### src/rtl/mem_port_arbiter.sv
// mem_port_arbiter: shares one single-ported memory between instruction fetch (IF)
// and the data-memory stage (DM). DM has fixed priority, with a streak limit so a
// waiting IF is eventually served, and every access is aborted after TIMEOUT busy
// cycles without mem_ack (sticky bus_err).
module mem_port_arbiter #(
    parameter int AW            = 32,
    parameter int DW            = 32,
    parameter int MAX_DM_STREAK = 4,
    parameter int TIMEOUT       = 15
) (
    input  logic          clk,
    input  logic          rst,
    input  logic          if_req,
    input  logic [AW-1:0] if_addr,
    output logic [DW-1:0] if_rdata,
    output logic          if_done,
    input  logic          dm_req,
    input  logic          dm_we,
    input  logic [AW-1:0] dm_addr,
    input  logic [DW-1:0] dm_wdata,
    output logic [DW-1:0] dm_rdata,
    output logic          dm_done,
    output logic          mem_req,
    output logic          mem_we,
    output logic [AW-1:0] mem_addr,
    output logic [DW-1:0] mem_wdata,
    input  logic [DW-1:0] mem_rdata,
    input  logic          mem_ack,
    output logic          pipe_stall,
    output logic          bus_err
);

    localparam int CW = $clog2(TIMEOUT + 1);
    localparam int SW = $clog2(MAX_DM_STREAK + 1);

    typedef enum logic [1:0] {
        IDLE    = 2'd0,
        BUSY_IF = 2'd1,
        BUSY_DM = 2'd2
    } state_t;

    state_t        state_q, state_d;
    logic [CW-1:0] cnt_q, cnt_d;
    logic [SW-1:0] streak_q, streak_d;
    logic          mem_req_q, mem_req_d;
    logic          mem_we_q, mem_we_d;
    logic [AW-1:0] mem_addr_q, mem_addr_d;
    logic [DW-1:0] mem_wdata_q, mem_wdata_d;
    logic          if_done_q, if_done_d;
    logic          dm_done_q, dm_done_d;
    logic [DW-1:0] if_rdata_q, if_rdata_d;
    logic [DW-1:0] dm_rdata_q, dm_rdata_d;
    logic          bus_err_q, bus_err_d;

    // A requester sitting in its done cycle is not a fresh request.
    logic ifv, dmv, take_if, take_dm, streak_full;
    assign ifv         = if_req & ~if_done_q;
    assign dmv         = dm_req & ~dm_done_q;
    assign streak_full = (streak_q == SW'(MAX_DM_STREAK));
    assign take_if     = ifv & (~dmv | streak_full);
    assign take_dm     = dmv & ~take_if;

    // Next-state and registered-output computation for the grant FSM.
    always_comb begin
        state_d     = state_q;
        cnt_d       = cnt_q;
        streak_d    = streak_q;
        mem_req_d   = mem_req_q;
        mem_we_d    = mem_we_q;
        mem_addr_d  = mem_addr_q;
        mem_wdata_d = mem_wdata_q;
        if_done_d   = 1'b0;
        dm_done_d   = 1'b0;
        if_rdata_d  = if_rdata_q;
        dm_rdata_d  = dm_rdata_q;
        bus_err_d   = bus_err_q;
        case (state_q)
            IDLE: begin
                if (take_if) begin
                    state_d     = BUSY_IF;
                    streak_d    = '0;
                    mem_req_d   = 1'b1;
                    mem_we_d    = 1'b0;
                    mem_addr_d  = if_addr;
                    mem_wdata_d = '0;
                    cnt_d       = '0;
                end else if (take_dm) begin
                    state_d     = BUSY_DM;
                    mem_req_d   = 1'b1;
                    mem_we_d    = dm_we;
                    mem_addr_d  = dm_addr;
                    mem_wdata_d = dm_wdata;
                    cnt_d       = '0;
                    if (!ifv) begin
                        streak_d = '0;
                    end else if (!streak_full) begin
                        streak_d = streak_q + SW'(1);
                    end
                end
            end
            BUSY_IF, BUSY_DM: begin
                // Ack has precedence over a timeout landing in the same cycle.
                if (mem_ack || cnt_q == CW'(TIMEOUT - 1)) begin
                    state_d   = IDLE;
                    mem_req_d = 1'b0;
                    mem_we_d  = 1'b0;
                    if (!mem_ack) begin
                        bus_err_d = 1'b1;
                    end
                    if (state_q == BUSY_IF) begin
                        if_done_d  = 1'b1;
                        if_rdata_d = mem_ack ? mem_rdata : '0;
                    end else begin
                        dm_done_d  = 1'b1;
                        dm_rdata_d = (mem_ack && !mem_we_q) ? mem_rdata : '0;
                    end
                end else begin
                    cnt_d = cnt_q + CW'(1);
                end
            end
            default: begin
                state_d   = IDLE;
                mem_req_d = 1'b0;
                mem_we_d  = 1'b0;
            end
        endcase
    end

    // State and output registers; reset abandons any access without a done pulse.
    always_ff @(posedge clk or posedge rst) begin
        if (rst) begin
            state_q     <= IDLE;
            cnt_q       <= '0;
            streak_q    <= '0;
            mem_req_q   <= 1'b0;
            mem_we_q    <= 1'b0;
            mem_addr_q  <= '0;
            mem_wdata_q <= '0;
            if_done_q   <= 1'b0;
            dm_done_q   <= 1'b0;
            if_rdata_q  <= '0;
            dm_rdata_q  <= '0;
            bus_err_q   <= 1'b0;
        end else begin
            state_q     <= state_d;
            cnt_q       <= cnt_d;
            streak_q    <= streak_d;
            mem_req_q   <= mem_req_d;
            mem_we_q    <= mem_we_d;
            mem_addr_q  <= mem_addr_d;
            mem_wdata_q <= mem_wdata_d;
            if_done_q   <= if_done_d;
            dm_done_q   <= dm_done_d;
            if_rdata_q  <= if_rdata_d;
            dm_rdata_q  <= dm_rdata_d;
            bus_err_q   <= bus_err_d;
        end
    end

    assign mem_req    = mem_req_q;
    assign mem_we     = mem_we_q;
    assign mem_addr   = mem_addr_q;
    assign mem_wdata  = mem_wdata_q;
    assign if_done    = if_done_q;
    assign dm_done    = dm_done_q;
    assign if_rdata   = if_rdata_q;
    assign dm_rdata   = dm_rdata_q;
    assign bus_err    = bus_err_q;
    assign pipe_stall = ifv | dmv;

    // Requesters must hold their request while their access is in flight.
    a_if_held: assert property (@(posedge clk) disable iff (rst) (state_q == BUSY_IF) |-> if_req);
    a_dm_held: assert property (@(posedge clk) disable iff (rst) (state_q == BUSY_DM) |-> dm_req);

endmodule
### config.mk
export PLATFORM = sky130hd
export DESIGN_NAME = mem_port_arbiter
export DESIGN_NICKNAME = d
export VERILOG_FILES = /design/src/rtl/mem_port_arbiter.sv
export SDC_FILE = /design/constraint.sdc
export NUM_CORES = 1
export LEC_CHECK = 0
export CORE_MARGIN = 1
export CORE_UTILIZATION = 25
export CTS_CLUSTER_DIAMETER = 30
export DETAILED_ROUTE_END_ITERATION = 10
export GPL_TIMING_DRIVEN = 0
export PLACE_DENSITY = 0.58
export SLEW_MARGIN = 10
export SYNTH_ARGS = -nofsm -noshare
export SYNTH_HDL_FRONTEND = slang
export SYNTH_SLANG_ARGS = --single-unit
### constraint.sdc
create_clock -name clk -period 8 [get_ports clk]
set_clock_uncertainty 0.05 [all_clocks]
set_input_delay 2 -clock clk [delete_from_list [all_inputs] [get_ports clk]]
set_output_delay 2 -clock clk [all_outputs]
set_load 0.01 [all_outputs]
* Word-level counts from Yosys, hierarchy flattened
Index checks and enable logic that the tools add are counted.
** Storage, ports and cells
- Register bits :: 142
- Output and inout port bits :: 134
- Logic and storage cells :: 79
- Bits of input ports :: 134
** Cells by class
- Bitwise operators :: 12
- Add/subtract/negate cells :: 2
- Reduce and logical (&&, ||, !) cells :: 14
- Equal/unequal tests :: 8
- Muxes and demuxes :: 31
** Operator list (number)
- 2-to-1 mux 32 bit :: 6
- AND reduction 3 bit :: 5
- 2-to-1 mux 3 bit :: 4
- 2-to-1 mux 4 bit :: 3
- 2-to-1 mux 1 bit :: 11
- one-hot mux 4 bit (2 select lines) :: 1
- 2-to-1 mux 2 bit :: 3
- != test 3 bit, second input constant :: 2
- NOT 1 bit :: 6
- adder 4 x 1 -> 4 bit, second input constant :: 1
- bitwise AND 1 bit :: 4
- equality test 4 bit, second input constant :: 1
- != test 2 bit, second input constant :: 2
- one-hot mux 1 bit (2 select lines) :: 2
- one-hot mux 2 bit (2 select lines) :: 1
- AND reduction 2 bit :: 2
- nonzero test 2 bit :: 2
- adder 3 x 1 -> 3 bit, second input constant :: 1
- equality test 3 bit, second input constant :: 1
- equality test 2 x 1 -> 1 bit, second input constant :: 1
- equality test 2 bit, second input constant :: 1
- zero test 2 bit :: 1
- bitwise OR 1 bit :: 2
- OR reduction 2 bit :: 1
- 3 further kinds :: 3

* Depth between registers and ports, before layout
- Depth after elaboration :: 10
- Depth in mapped cells :: 10
- Mapped depth without buffers :: 7

* Worst setup path after synthesis
No wires, ideal clock.
- Kind :: input -> output
- Start :: input port if_req
- End :: output port pipe_stall
- Buffers on the path :: 0
- Cell stages on the path :: 3
- Data required time :: 5.950 ns
- Slack :: 3.542 ns
- Arrival :: 2.408 ns
- Path through :: and2b_1 -> nor2_1 -> inv_1
** Between the ends
- Longest elaborated chain between the ends :: 2
** Ends and longest elaborated chain
- start, declared :: RTL line 13 : input logic if_req,
- bitwise AND 1 bit :: RTL line 57 : assign ifv = if_req & ~if_done_q;
- bitwise OR 1 bit :: RTL line 169 : assign pipe_stall = ifv | dmv;
- end, declared :: RTL line 29 : output logic pipe_stall,
No other way between the ends.

* Worst setup path after layout
Ends and elaborated chain as after synthesis.

==> metrics.txt <==
Post-Layout Cell Count 1196; layout cells sized above 1 8.438%; First-pass DRT Iterations 4; dpl ws 2.435 ns; min-delay worst type reg2reg; Pins Over Slew Limit 0; Syn Inst Count 578; FF+latch count, synth 142; worst-path maximum fanout 3; Yosys top cell area share 58.59%; CTS tree built; die area 0.02489 mm²; min Tclk post-route 5.532 ns; Core ar. 0.02361 mm²; Die X 157.8 µm; Final nets 1004; Inst Count DP 1164; Power, Total 3.517 mW; DRC viols 0; setup ws final 2.468 ns; critical path class in2out; Antenna Cells 0; Seq/Total Area, Yosys 58.59%; R2R setup slack 6.11 ns; internal power 2.242 mW; Max-Cap Viols 0; CTS H-tree lvls 4; DRT Wirelength 18820 µm; post-cts sizing count 0; Synth Warn # 0; status finished, final reports clean; crit path DAT 3.48 ns; Layout area overhead 60.76%; vias in the first global route 5327; CTS Buf Count 17; Relative slew margins 62.10%; final design utilization 41.29%; EDFF count, synth 0; Sw Pwr 1.275 mW; CTS root buffer clkbuf_16; worst vdd ir 0.0001482 V; Post-DRT Antenna Nets 0; Setup crit start kind input pin; Avg WL per Cell 15.73 µm; slew at the pin closest to its max-slew limit 0.5685 ns; Synth area leader dfrtp_1; syn avg cell area 10.49 µm²; most frequent cells in the layout clkdlybuf4s50_1 (266), dfrtp_1 (142), nand2_1 (106); DR iter-0 viols 215; RSZ-0062 raised after global routing no; CTS Buffer Depth 2; Switching Fraction 36.25%; most common library cell in the layout ignoring fill and taps clkdlybuf4s50_1; CP Capture Type output port; Starting Density 25.68%; placer congestion estimate 0.7474; # clock sinks 142; CTS Hold Bufs 0; GRT overflow 0; Min Hold Slack 0.4142 ns; fraction of registers with async set or reset after synthesis 100.0%; Rows 56; via count 5228; GRT Resource Usage Total 15.52%; Cell Area, Synth 0.006065 mm²; required time of the worst setup path 5.95 ns; count of cell types in the netlist 44; Syn Nets 718; dpl hpwl 13940 µm; antenna violations before repair 1; final hold vios 0; final worst-path cycle share 69.15%; post-CTS setup buffers 0; first-pass GRT wire length 29450 µm; fmax 180.8 MHz; Worst-Skew Late Latency 0.41 ns; Power Density 360.7 mW/mm²; most area-consuming cells after synthesis dfrtp_1 (59%), nand2_1 (6.6%), nand3_1 (5.7%); Main synth FF type dfrtp_1; die height 157.8 µm; Final Setup Violations 0; Vias/cell 4.371; Comb pwr share 44.1%; IO buf count 266; Static Leakage 4.293 nW; Clk pwr share 22.9%; Reg power frac 33.0%; largest net degree at the start of global routing 89; Reg clk slew, reported paths 0.06 ns; Ports 268
==> synthesized netlist by cell type (all sizes together), types with 2 or more instances <==
cell	count
a21oi	3
a22o	33
a311o	2
a31oi	2
buf	33
clkbuf	10
dfrtp	142
ha	6
inv	39
mux2i	32
nand2	106
nand2b	2
nand3	69
nor2	6
nor2b	4
o21ai	69
==> per-stage QoR <==
step           setup TNS (ns)  instance area (µm²)
2_1_floorplan               0                 6065
3_3_place_gp           -18.07                 9126
3_5_place_dp                0                 9161
4_1_cts                     0                 9749
5_1_grt                     0                 9749
6_report                    0                 9749
==> final cells by class <==
cell class / count / area [µm²]
inverter: 40 / 162.7
fill: 2379 / 13860
timing repair buffer: 267 / 2690
clock inverter: 15 / 162.7
sequential: 142 / 3553
multi-input combinational: 353 / 2079
clock buffer: 17 / 425.4
tap: 319 / 399.1
buffer: 43 / 276.5
==> critical path: stages <==
cell and delay [ns]:
clkdlybuf4s50_1 0.46, and2b_1 0.23, nor2_1 0.22, inv_1 0.06, clkdlybuf4s50_1 0.50
==> final timing paths <==
check | cells past startpoint | from | end
worst max register to register | 8 | state_q[0]$_DFFE_PP0P_ | dm_rdata[24]$_DFFE_PP0P_
max in group asynchronous | 3 | rst | mem_wdata[8]$_DFFE_PP0P_
worst max-delay path | 5 | if_req | pipe_stall
worst min-delay path | 2 | if_rdata[12]$_DFFE_PP0P_ | if_rdata[12]$_DFFE_PP0P_
min in group asynchronous | 2 | rst | if_rdata[18]$_DFFE_PP0P_
worst min register to register | 2 | if_rdata[12]$_DFFE_PP0P_ | if_rdata[12]$_DFFE_PP0P_
==> logic make-up after synthesis <==
kind of cell	count (synthesis)	synth area share, %
simple gates	198	14.98
flops	142	58.59
compound gates	117	12.79
buf+inv	83	7.118
mux	32	5.282
fa+ha+maj	6	1.238
==> flip-flops by register name, summed over array words and instances (netlist names) <==
name       cells
cnt_q          4
mem_we         1
dm_done        1
mem_addr      32
bus_err        1
dm_rdata      32
state_q        2
if_rdata      32
mem_req        1
mem_wdata     32
if_done        1
streak_q       3
==> routing by layer <==
metal	track usage, %	up-vias	wire (µm)
li1	-	2547	-
met1	19.50	2453	8068
met2	24.42	211	8572
met3	6.734	15	1998
met4	3.514	2	163
met5	0	-	11
==> power groups by stage <==
| stage | clock, mW | combinational, mW | sequential (mW) |
|---|---|---|---|
| floorplan | 0 | 0.623 | 1.28 |
| CTS | 0.830 | 1.59 | 1.17 |
| global placement | 0 | 1.57 | 1.17 |
| global route | 0.864 | 1.71 | 1.20 |
| finish | 0.804 | 1.55 | 1.16 |
| detailed placement | 0 | 1.59 | 1.17 |
Power figures use the tool's default switching activity.
